[src/rtl/fifo_credit_mc_pkg.sv]
// fifo_credit_mc_pkg: shared constants, arbitration-mode report and the
// credit-slice offset helper for the multi-channel credit FIFO.
// Optional feature macro: FIFO_CREDIT_MC_PRIO_EN (channel 0 strict priority).
package fifo_credit_mc_pkg;

  localparam int DATA_WIDTH_DEF = 32;
  localparam int DEPTH_DEF      = 8;
  localparam int NUM_CH_DEF     = 4;

  typedef enum logic {
    ARB_RR    = 1'b0,
    ARB_PRIO0 = 1'b1
  } arb_mode_e;

`ifdef FIFO_CREDIT_MC_PRIO_EN
  localparam arb_mode_e ARB_MODE = ARB_PRIO0;
`else
  localparam arb_mode_e ARB_MODE = ARB_RR;
`endif

  // Bit offset of channel ch inside the packed credit_count vector.
  function automatic int credit_offset(input int ch, input int addr_w);
    return ch * (addr_w + 1);
  endfunction

endpackage

[src/rtl/fifo_credit_mc_rr_arbiter.sv]
// rr_arbiter: round-robin arbiter with grant lock. The search starts at the
// RR pointer and walks upward modulo N; a locked grant is held until the
// consumer takes it, and the pointer moves to grant+1 only on advance.
module rr_arbiter #(
  parameter int N  = 4,
  parameter int IW = (N > 1) ? $clog2(N) : 1
) (
  input  logic          clk,
  input  logic          rst_n,
  input  logic [N-1:0]  req,
  input  logic          lock,
  input  logic          advance,
  output logic [N-1:0]  grant_oh,
  output logic [IW-1:0] grant_idx
);

  logic [IW-1:0] r_ptr;
  logic          r_hold;
  logic [IW-1:0] r_hold_idx;
  logic          w_found;
  logic [IW-1:0] w_search_idx;

  // First requesting index at or above the RR pointer, wrapping modulo N.
  always_comb begin
    int k;
    k            = 0;
    w_found      = 1'b0;
    w_search_idx = '0;
    for (int i = 0; i < N; i++) begin
      k = int'(r_ptr) + i;
      if (k >= N) k = k - N;
      if (!w_found && req[k]) begin
        w_found      = 1'b1;
        w_search_idx = IW'(k);
      end
    end
  end

  assign grant_idx = r_hold ? r_hold_idx : w_search_idx;
  assign grant_oh  = (r_hold || w_found) ? (N'(1) << grant_idx) : '0;

  // Pointer advance on accept, and capture of a grant that was not taken.
  always_ff @(posedge clk) begin
    if (!rst_n) begin
      r_ptr      <= '0;
      r_hold     <= 1'b0;
      r_hold_idx <= '0;
    end else begin
      r_hold <= lock;
      if (lock) r_hold_idx <= grant_idx;
      if (advance) begin
        if (int'(grant_idx) == N - 1) r_ptr <= '0;
        else                          r_ptr <= grant_idx + IW'(1);
      end
    end
  end

endmodule

[src/rtl/fifo_credit_mc.sv]
// fifo_credit_mc: multi-channel credit FIFO. One tagged write port feeds
// NUM_CH private queues; one read port is served by an arbiter over the
// non-empty queues. Free-slot credits and pop pulses go back upstream.
// Optional feature macro: FIFO_CREDIT_MC_PRIO_EN -- channel 0 becomes strict
// priority and channels 1..NUM_CH-1 round-robin among themselves.
module fifo_credit_mc
  import fifo_credit_mc_pkg::*;
#(
  parameter  int DATA_WIDTH = DATA_WIDTH_DEF,
  parameter  int DEPTH      = DEPTH_DEF,
  parameter  int NUM_CH     = NUM_CH_DEF,
  localparam int ADDR_W     = $clog2(DEPTH),
  localparam int CH_W       = $clog2(NUM_CH)
) (
  input  logic                         clk,
  input  logic                         rst_n,
  input  logic                         wr_valid,
  output logic                         wr_ready,
  input  logic [CH_W-1:0]              wr_ch,
  input  logic [DATA_WIDTH-1:0]        wr_data,
  output logic                         rd_valid,
  input  logic                         rd_ready,
  output logic [DATA_WIDTH-1:0]        rd_data,
  output logic [CH_W-1:0]              rd_ch,
  output logic [NUM_CH*(ADDR_W+1)-1:0] credit_count,
  output logic [NUM_CH-1:0]            credit_return
);

  localparam int CW = ADDR_W + 1;

  logic [CW-1:0]         w_credit [NUM_CH];
  logic [DATA_WIDTH-1:0] w_head   [NUM_CH];
  logic [NUM_CH-1:0]     w_nonempty;
  logic [NUM_CH-1:0]     w_push;
  logic [NUM_CH-1:0]     w_pop;
  logic [CW-1:0]         w_credit_sel;
  logic                  w_wr_fire;
  logic                  w_rd_fire;
  logic                  w_lock;
  logic [CH_W-1:0]       w_grant_idx;
  logic [NUM_CH-1:0]     w_grant_oh;
  logic [NUM_CH-1:0]     r_credit_return;

  // Writes need a free slot in the addressed channel; nothing is accepted in reset.
  assign wr_ready  = rst_n && (w_credit_sel != '0);
  assign w_wr_fire = wr_valid && wr_ready;
  assign rd_valid  = |w_nonempty;
  assign w_rd_fire = rd_valid && rd_ready;
  assign w_lock    = rd_valid && !rd_ready;
  assign rd_ch     = w_grant_idx;

  // Select the credit of the write target and the head of the granted channel.
  always_comb begin
    w_credit_sel = '0;
    rd_data      = '0;
    for (int c = 0; c < NUM_CH; c++) begin
      if (wr_ch == CH_W'(c))       w_credit_sel = w_credit[c];
      if (w_grant_idx == CH_W'(c)) rd_data      = w_head[c];
    end
  end

  genvar gi;
  generate
    for (gi = 0; gi < NUM_CH; gi++) begin : g_ch
      logic [DATA_WIDTH-1:0] r_mem [DEPTH];
      logic [ADDR_W-1:0]     r_wr_ptr;
      logic [ADDR_W-1:0]     r_rd_ptr;
      logic [CW-1:0]         r_occ;

      assign w_push[gi]     = w_wr_fire && (wr_ch == CH_W'(gi));
      assign w_pop[gi]      = w_rd_fire && w_grant_oh[gi];
      assign w_nonempty[gi] = (r_occ != '0);
      assign w_credit[gi]   = CW'(DEPTH) - r_occ;
      assign w_head[gi]     = r_mem[r_rd_ptr];
      assign credit_count[credit_offset(gi, ADDR_W) +: CW] = w_credit[gi];

      // Payload storage; contents need no reset because occupancy gates reads.
      always_ff @(posedge clk) begin
        if (w_push[gi]) r_mem[r_wr_ptr] <= wr_data;
      end

      // Pointers wrap naturally; occupancy holds when push and pop coincide.
      always_ff @(posedge clk) begin
        if (!rst_n) begin
          r_wr_ptr <= '0;
          r_rd_ptr <= '0;
          r_occ    <= '0;
        end else begin
          if (w_push[gi]) r_wr_ptr <= r_wr_ptr + ADDR_W'(1);
          if (w_pop[gi])  r_rd_ptr <= r_rd_ptr + ADDR_W'(1);
          if (w_push[gi] && !w_pop[gi])      r_occ <= r_occ + CW'(1);
          else if (w_pop[gi] && !w_push[gi]) r_occ <= r_occ - CW'(1);
        end
      end
    end
  endgenerate

  // One-cycle credit pulse on the channel that was popped.
  always_ff @(posedge clk) begin
    if (!rst_n) r_credit_return <= '0;
    else        r_credit_return <= w_pop;
  end

  assign credit_return = r_credit_return;

`ifdef FIFO_CREDIT_MC_PRIO_EN
  localparam int SUB_N = NUM_CH - 1;
  localparam int SUB_W = (SUB_N > 1) ? $clog2(SUB_N) : 1;

  logic [SUB_N-1:0] w_sub_oh;
  logic [SUB_W-1:0] w_sub_idx;
  logic             w_sub_lock;
  logic             r_sub_hold;

  // A stalled grant on channels 1.. must not be pre-empted by channel 0.
  assign w_sub_lock = w_lock && !w_grant_oh[0];

  rr_arbiter #(
    .N  (SUB_N),
    .IW (SUB_W)
  ) u_arb (
    .clk       (clk),
    .rst_n     (rst_n),
    .req       (w_nonempty[NUM_CH-1:1]),
    .lock      (w_sub_lock),
    .advance   (w_rd_fire && !w_grant_oh[0]),
    .grant_oh  (w_sub_oh),
    .grant_idx (w_sub_idx)
  );

  // Remember that the round-robin group owns a stalled grant.
  always_ff @(posedge clk) begin
    if (!rst_n) r_sub_hold <= 1'b0;
    else        r_sub_hold <= w_sub_lock;
  end

  // Channel 0 wins whenever it has data and the RR group is not locked.
  always_comb begin
    w_grant_oh  = {w_sub_oh, 1'b0};
    w_grant_idx = CH_W'(w_sub_idx) + CH_W'(1);
    if (!r_sub_hold && w_nonempty[0]) begin
      w_grant_oh  = NUM_CH'(1);
      w_grant_idx = '0;
    end
  end
`else
  rr_arbiter #(
    .N  (NUM_CH),
    .IW (CH_W)
  ) u_arb (
    .clk       (clk),
    .rst_n     (rst_n),
    .req       (w_nonempty),
    .lock      (w_lock),
    .advance   (w_rd_fire),
    .grant_oh  (w_grant_oh),
    .grant_idx (w_grant_idx)
  );
`endif

endmodule

[config.mk]
export PLATFORM = sky130hd
export DESIGN_NAME = fifo_credit_mc
export DESIGN_NICKNAME = d
export VERILOG_FILES = /design/src/rtl/fifo_credit_mc_pkg.sv /design/src/rtl/fifo_credit_mc_rr_arbiter.sv /design/src/rtl/fifo_credit_mc.sv
export SDC_FILE = /design/constraint.sdc
export NUM_CORES = 1
export LEC_CHECK = 0
export ABC_AREA = 0
export CORE_UTILIZATION = 35
export CTS_BUF_LIST = sky130_fd_sc_hd__clkbuf_4 sky130_fd_sc_hd__clkbuf_8
export CTS_CLUSTER_SIZE = 8
export DETAILED_ROUTE_END_ITERATION = 7
export GPL_TIMING_DRIVEN = 0
export PLACE_DENSITY_LB_ADDON = 0.2
export SYNTH_ARGS = -nofsm -noshare
export SYNTH_HDL_FRONTEND = slang
export SYNTH_SLANG_ARGS = --single-unit
[constraint.sdc]
create_clock -name clk -period 13.6 [get_ports clk]
set_input_delay 2.04 -clock clk [delete_from_list [all_inputs] [get_ports clk]]
set_output_delay 2.04 -clock clk [all_outputs]
set_load 0.01 [all_outputs]
# [Word-level counts from Yosys, hierarchy flattened]
# Memories as Yosys holds them, arrays and structs flattened. A register that Yosys moved wholly into a read port is not among the register bits.
# Index checks and enable logic that the tools add are counted.
# W data, S select, Z words.
[totals] memories=4 ram_bits=1024 output_inout_bits=56 ff_bits=49 input_bits=38 elab_cells=171
[classes] n_eq_ne=7 n_shift=1 magnitude_cmp=8 reduce_logical=48 mux=59 addsub=28
[memory_table] memory="g_ch[0].r_mem" depth=8 width=32 rd=1 rd_ports_with_merged_regs=1 write_ports=1 line_no="fifo_credit_mc.sv:65" rtl="logic [DATA_WIDTH-1:0] r_mem [DEPTH];"
[memory_table] memory="g_ch[1].r_mem" depth=8 width=32 rd=1 rd_ports_with_merged_regs=1 write_ports=1 line_no="fifo_credit_mc.sv:65"
[memory_table] memory="g_ch[2].r_mem" depth=8 width=32 rd=1 rd_ports_with_merged_regs=1 write_ports=1 line_no="fifo_credit_mc.sv:65"
[memory_table] memory="g_ch[3].r_mem" depth=8 width=32 rd=1 rd_ports_with_merged_regs=1 write_ports=1 line_no="fifo_credit_mc.sv:65"
[ops] cell="$mux W32" count=8
[ops] cell="$lt A32 B4 Y1 const B" count=4
[ops] cell="$ge A32 B4 Y1 const B" count=3
[ops] cell="$sub A32 B4 Y32 const B" count=3
[ops] cell="$mux W4" count=13
[ops] cell="$add A3 B1 Y3 const B" count=8
[ops] cell="$mux W3" count=8
[ops] cell="$logic_and A1 B1 Y1" count=23
[ops] cell="$mux W1" count=20
[ops] cell="$reduce_bool A4 Y1" count=5
[ops] cell="$add A4 B1 Y4 const B" count=4
[ops] cell="$sub A4 B1 Y4 const B" count=4
[ops] cell="$sub A4 B4 Y4 const A" count=4
[ops] cell="$logic_not A1 Y1" count=12
[ops] cell="$mux W2" count=6
[ops] cell="$bmux W1 S2" count=4
[ops] cell="$eq A2 B2 Y1 const B" count=4
[ops] cell="$reduce_bool A2 Y1" count=4
[ops] cell="$add A2 B2 Y3 const B" count=2
[ops] cell="$eq A2 B1 Y1 const B" count=3
[ops] cell="$logic_not A2 Y1" count=2
[ops] cell="$reduce_or A4 Y1" count=1
[ops] cell="$shl A1 B2 Y4 const A" count=1
[ops] cell="$sub A2 B3 Y4 const B" count=1
[ops] cell="other kinds (4)" count=4

# [Depth between registers and ports, before layout]
[logic_depth] word_depth=22 mapped_depth=18 mapped_depth_nobuf=17

# [Cells and area by module]
# Synthesis repeated with hierarchy kept, for this count alone.
[hier_totals] hier_cells=1954 area_unflattened_um2=42418.2
[modules_own_cells] mod="fifo_credit_mc" cells_per_inst=1907 seq_area_each_um2=31870.6 instances=1 area_per_inst_um2=42024.1
[modules_own_cells] mod="rr_arbiter" cells_per_inst=47 seq_area_each_um2=100.1 instances=1 area_per_inst_um2=394.1

# [Least setup slack after synthesis]
# OpenSTA, ideal clock, no wires.
[synth_timing] path_type="input to register" startpoint="in wr_valid" endpoint="mem g_ch[1].r_mem[1][0] (netlist name) (enable)" n_path_buf=0 path_stages=4 required_time_ns=13.087 path_slack_ns=7.096 t_arrival_ns=5.991 setup_ns=0.513 cell_sequence="nand2_1 nor3b_1 nand2_2 nor4b_1"
[synth_between] elab_chain_len=4
[synth_lines] element="start, declared" line_no="fifo_credit_mc.sv:17" rtl="input logic wr_valid,"
[synth_lines] element="$logic_and A1 B1 Y1" line_no="fifo_credit_mc.sv:46" rtl="assign w_wr_fire = wr_valid && wr_ready;"
[synth_lines] element="$logic_and A1 B1 Y1" line_no="fifo_credit_mc.sv:70" rtl="assign w_push[gi] = w_wr_fire && (wr_ch == CH_W'(gi));"
[synth_lines] element="$mux W1" line_no="fifo_credit_mc.sv:79" rtl="if (w_push[gi]) r_mem[r_wr_ptr] <= wr_data;"
[synth_lines] element="$mux W1 (implied by the code)" line_no="fifo_credit_mc.sv:79"
[synth_lines] element="end, declared" line_no="fifo_credit_mc.sv:65"
# No other way between the ends.

# [Final worst setup path]
[layout_timing] startpoint="reg g_ch[0].r_occ[1]" endpoint="out rd_data[20]"
[layout_between] elab_chain_len=20 elab_cells_between_ends=35
[layout_lines] element="start, declared" line_no="fifo_credit_mc.sv:68" rtl="logic [CW-1:0] r_occ;"
[layout_lines] element="start signal, assigned" line_no="fifo_credit_mc.sv:91" rtl="if (w_push[gi] && !w_pop[gi]) r_occ <= r_occ + CW'(1);"
[layout_lines] element="start signal, assigned" line_no="fifo_credit_mc.sv:92" rtl="else if (w_pop[gi] && !w_push[gi]) r_occ <= r_occ - CW'(1);"
[layout_lines] element="$reduce_bool A4 Y1 (*)" line_no="fifo_credit_mc.sv:72" rtl="assign w_nonempty[gi] = (r_occ != '0);"
[layout_lines] element="$bmux W1 S2" line_no="fifo_credit_mc_rr_arbiter.sv:32" rtl="if (!w_found && req[k]) begin"
[layout_lines] element="$mux W1 (implied by the code) (2 in series)" line_no="fifo_credit_mc_rr_arbiter.sv:32"
[layout_lines] element="$mux W1" line_no="fifo_credit_mc_rr_arbiter.sv:32"
[layout_lines] element="$logic_not A1 Y1" line_no="fifo_credit_mc_rr_arbiter.sv:32"
[layout_lines] element="$logic_and A1 B1 Y1" line_no="fifo_credit_mc_rr_arbiter.sv:32"
[layout_lines] element="$mux W1" line_no="fifo_credit_mc_rr_arbiter.sv:32"
[layout_lines] element="$logic_not A1 Y1" line_no="fifo_credit_mc_rr_arbiter.sv:32"
[layout_lines] element="$logic_and A1 B1 Y1" line_no="fifo_credit_mc_rr_arbiter.sv:32"
[layout_lines] element="$mux W1" line_no="fifo_credit_mc_rr_arbiter.sv:32"
[layout_lines] element="$logic_not A1 Y1" line_no="fifo_credit_mc_rr_arbiter.sv:32"
[layout_lines] element="$logic_and A1 B1 Y1" line_no="fifo_credit_mc_rr_arbiter.sv:32"
[layout_lines] element="$mux W2 (*)" line_no="fifo_credit_mc_rr_arbiter.sv:32"
[layout_lines] element="$mux W2 (*)" line_no="fifo_credit_mc_rr_arbiter.sv:39" rtl="assign grant_idx = r_hold ? r_hold_idx : w_search_idx;"
[layout_lines] element="$logic_not A2 Y1" line_no="fifo_credit_mc.sv:58" rtl="if (w_grant_idx == CH_W'(c)) rd_data = w_head[c];"
[layout_lines] element="$mux W32 (3 in series)" line_no="fifo_credit_mc.sv:58"
[layout_lines] element="$mux W32 (*)" line_no="fifo_credit_mc.sv:58"
[layout_lines] element="end, declared" line_no="fifo_credit_mc.sv:23" rtl="output logic [DATA_WIDTH-1:0] rd_data,"
# Mark *: on every way between the ends. The rest lies on a longest branch, timed or not. The select of a mux whose other input is x is not followed.

==> results.ini <==
[place]
place.detailed.hpwl_um = 76900
port-buffer-count = 93
gp_congestion = 0.772
place_ws_ns = 5.87

[setup_path]
reg_to_reg_end = g_ch[3].r_occ[3]$_SDFFE_PN0P_
worst-endpoint-arrival_ns = 6.46
worstPathCellList = inv_1 > ha_1 > or3b_4 > a2111oi_2 > o22ai_1 > o21ai_1 > ha_1 > inv_1 > nand2_1 > clkbuf_1 > o21ai_0 > a32oi_1 > clkdlybuf4s50_1
slowest_stage = sky130_fd_sc_hd__ha_1
worstSetupEndpointType = primary output
cp-start-kind = flip-flop
max_stage_delay_ns = 0.66
crit_family = compound AO/OA/AOI/OAI gates
beginning_of_the_worst_register_to_register_path = g_ch[0].r_occ[1]$_SDFFE_PN0P_
worstRegToRegCells = 17
required_ns = 11.56
cp_max_fo = 10
critPathKind = reg2out
setup.reg_to_reg.worst_slack_ns = 8.43
critical_path_buf_inv_count = 4

[clock_tree]
postCtsSetupBuffers = 0
clk_root_buffer_cell = sky130_fd_sc_hd__clkbuf_8
clk_latency_ns = 0.86
post_cts_resized = 0
cts-hold-fix-buffers = 0
clockBufferDepth = 3
clock_tree_from_tritoncts = built
cts-buffers-inserted = 176
clock_tree.htree_level_count = 4
cts.sink_count = 1085
path_clk_slew_ns = 0.06

[route]
avgRoutedWirePerCell_um = 26.3
drc_errors = 0
initialDrtViolationCount = 1833
ant_nets = 0
routed_wire_length_um = 111000
num_vias = 21500
drtPass1Iterations = 7
avgViaCountPerCell = 5.12

[synthesis]
main_combinational_cell_family_by_area_after_synthesis = multiplexers
synth.lib_cells_used.distinct = 59
dominant_register_cell_in_the_synthesized_netlist = sky130_fd_sc_hd__edfxtp_1
yosys_register_bits = 1085
post_synth_mux_area_share = 0.151
synthSimpleGateAreaFrac = 0.0280
yosys.area_share.xor_xnor = 0.00682
syn-mean-instance-area_sq_um = 20.3
synth_compound_gate_area_share = 0.0339
mappedNetlistArea_sq_um = 42400
post_synth_edffs = 1024
yosysSeqAreaShare = 0.754
synth.net_count = 2155
synth_fa_ha_area_frac = 0.0102
postSynth.asyncResetShare = 0
synth.yosys.warnings = 0
postSynthCellCount = 2085

[die]
initial_core_utilization = 0.353
ios = 94
number_of_cell_rows = 127
floorplan.die.width_um = 350
core_sq_um = 120000
dieArea_sq_um = 123000
die_h_um = 350

[timing]
unrepaired_setup_endpoints_after_global_routing = no
report.final.setup_viol = 0
final.setup.worst_slack_ns = 5.10
worst_slew_margin_rel = 0.0946
finalHoldViolCount = 0
drv_slew = 0
final_min_period_over_clock_period = 0.625
setup_tns_ns = 0
clock-skew-final_ns = 0.0405
max_slew.worst_pin.slew_ns = 1.36
final.min_clock_period_ns = 8.50
timing.fmax_mhz = 118

[layout]
utilization = 0.418
nets = 2526
layout.cells.most_common = sky130_fd_sc_hd__edfxtp_1
most-common-layout-cells = sky130_fd_sc_hd__edfxtp_1, sky130_fd_sc_hd__mux4_2, sky130_fd_sc_hd__clkbuf_8, sky130_fd_sc_hd__mux2i_1, sky130_fd_sc_hd__clkdlybuf4s50_1
area_delta_synth_final_pct = 18.3
ratio_of_cells_with_drive_above_1_in_the_final_layout = 0.275

[grt]
first_global_vias = 22700
global_routing_usage_summed_across_all_routing_layers = 0.182
first_pass_grt_wire_length_um = 159000
initial_antenna_violation_count = 7
grt-ovfl-total = 0
grt_max_degree = 33

[min_path]
hold_path_startpoint = g_ch[0].r_rd_ptr[1]$_SDFFE_PN0P_
hold_path_end = g_ch[0].r_rd_ptr[1]$_SDFFE_PN0P_
hold_class = reg2reg
worst_hold_path.num_cells = 2

[run_status]
outcome = finished, final reports clean

[pwr]
power.ir.vdd_worst_v = 0.000173
power.density_cell_area_nw_per_um2 = 190
leakagePower_uw = 0.0155

[job]
drv_cap = 0

==> worst max path at each step <==
stage                                       start  slack, ns                        endpoint  depth (start not counted)
floorplan                                wr_valid       7.10   g_ch[1].r_mem[1][0]$_DFFE_PP_                          4
global placement                            rst_n       1.67  g_ch[0].r_mem[2][14]$_DFFE_PP_                          5
detailed placement  g_ch[0].r_occ[0]$_SDFFE_PN0P_       5.87                     rd_data[20]                         13
CTS                 g_ch[0].r_occ[1]$_SDFFE_PN0P_       4.90                     rd_data[20]                         13
global route        g_ch[0].r_occ[0]$_SDFFE_PN0P_       4.83                     rd_data[20]                         13
finish              g_ch[0].r_occ[1]$_SDFFE_PN0P_       5.10                     rd_data[20]                         13
==> cell usage after synthesis (10+ instances only) <==
master	n	area share
sky130_fd_sc_hd__edfxtp_1	1024	0.73
sky130_fd_sc_hd__mux4_2	193	0.10
sky130_fd_sc_hd__mux2i_1	168	0.040
sky130_fd_sc_hd__o22ai_1	64	0.0094
sky130_fd_sc_hd__nand2_1	62	0.0055
sky130_fd_sc_hd__dfxtp_1	61	0.029
sky130_fd_sc_hd__clkbuf_1	57	0.0050
sky130_fd_sc_hd__o21ai_0	40	0.0047
sky130_fd_sc_hd__a211oi_1	33	0.0058
sky130_fd_sc_hd__a32oi_1	33	0.0068
sky130_fd_sc_hd__mux2_2	32	0.0085
sky130_fd_sc_hd__buf_2	29	0.0034
sky130_fd_sc_hd__ha_1	28	0.0083
sky130_fd_sc_hd__xnor2_1	28	0.0058
sky130_fd_sc_hd__and2_1	27	0.0040
sky130_fd_sc_hd__inv_1	22	0.0019
sky130_fd_sc_hd__nor3_1	15	0.0018
sky130_fd_sc_hd__nor2_1	14	0.0012
sky130_fd_sc_hd__buf_4	11	0.0019
sky130_fd_sc_hd__nor3b_1	11	0.0019
sky130_fd_sc_hd__buf_6	10	0.0027
==> layout make-up <==
cell class	instances	area (sq um)
Clock inverter	58	395
Multi-Input combinational cell	864	9950
Tap cell	1612	2020
Timing Repair Buffer	193	2100
Buffer	112	573
Inverter	24	90.1
Sequential cell	1085	32000
Fill cell	10500	69800
Clock buffer	255	3020
Antenna cell	3	7.51
==> metal layers <==
| layer | GRT usage | routed length, um | up-vias |
|---|---|---|---|
| met3 | 0.0314 | 5440 | 141 |
| met2 | 0.310 | 55800 | 528 |
| met5 | 0 | 39 | - |
| met1 | 0.241 | 47600 | 11500 |
| met4 | 0.0460 | 1730 | 6 |
| li1 | - | - | 9351 |
==> where the power goes <==
group	total, uW	switching (uW)	internal, uW
sequential	3750	43.9	3710
clock	2760	1280	1490
combinational	3000	1760	1240
==> logic make-up after synthesis <==
logic type,after synthesis
flip-flops,1085
multiplexers,395
AO/OA/AOI/OAI,204
AND/OR/NAND/NOR,200
buffers and inverters,136
XOR/XNOR,33
adder cells (fa/ha/maj),32
==> stage by stage <==
step                total power [uW]  hold slack [ns]  instance area (sq um)  cells
floorplan                       5290            0.451                  42400   2085
global placement                6840            0.463                  45300   3790
detailed placement              6880            0.471                  46700   3890
CTS                             9660            0.480                  50100   4203
global route                    9900            0.510                  50100   4204
finish                          9520            0.476                  50100   4206
==> worst register-to-register path: stages, from the launching register on <==
cell and delay, ns:
sky130_fd_sc_hd__dfxtp_1 0.38, sky130_fd_sc_hd__inv_1 0.09, sky130_fd_sc_hd__ha_1 0.24, sky130_fd_sc_hd__or3b_4 0.43, sky130_fd_sc_hd__a2111oi_2 0.39, sky130_fd_sc_hd__o22ai_1 0.18, sky130_fd_sc_hd__o21ai_1 0.39, sky130_fd_sc_hd__ha_1 0.66
sky130_fd_sc_hd__clkbuf_1 0.66, sky130_fd_sc_hd__nand2_4 0.11, sky130_fd_sc_hd__ha_1 0.25, sky130_fd_sc_hd__inv_1 0.13, sky130_fd_sc_hd__ha_1 0.25, sky130_fd_sc_hd__a21o_1 0.18, sky130_fd_sc_hd__a21oi_1 0.17, sky130_fd_sc_hd__xnor2_1 0.09
sky130_fd_sc_hd__or3_1 0.30, sky130_fd_sc_hd__a21boi_0 0.19
==> registers in the layout (all words and copies together), names as in the netlist, named ones only <==
register	count
u_arb.r_hold	1
g_ch.r_mem	1024
g_ch.r_occ	16
g_ch.r_wr_ptr	12
credit_return	4
u_arb.r_hold_idx	2
g_ch.r_rd_ptr	12
u_arb.r_ptr	2
Note: power is estimated with default switching activity, not from simulation.
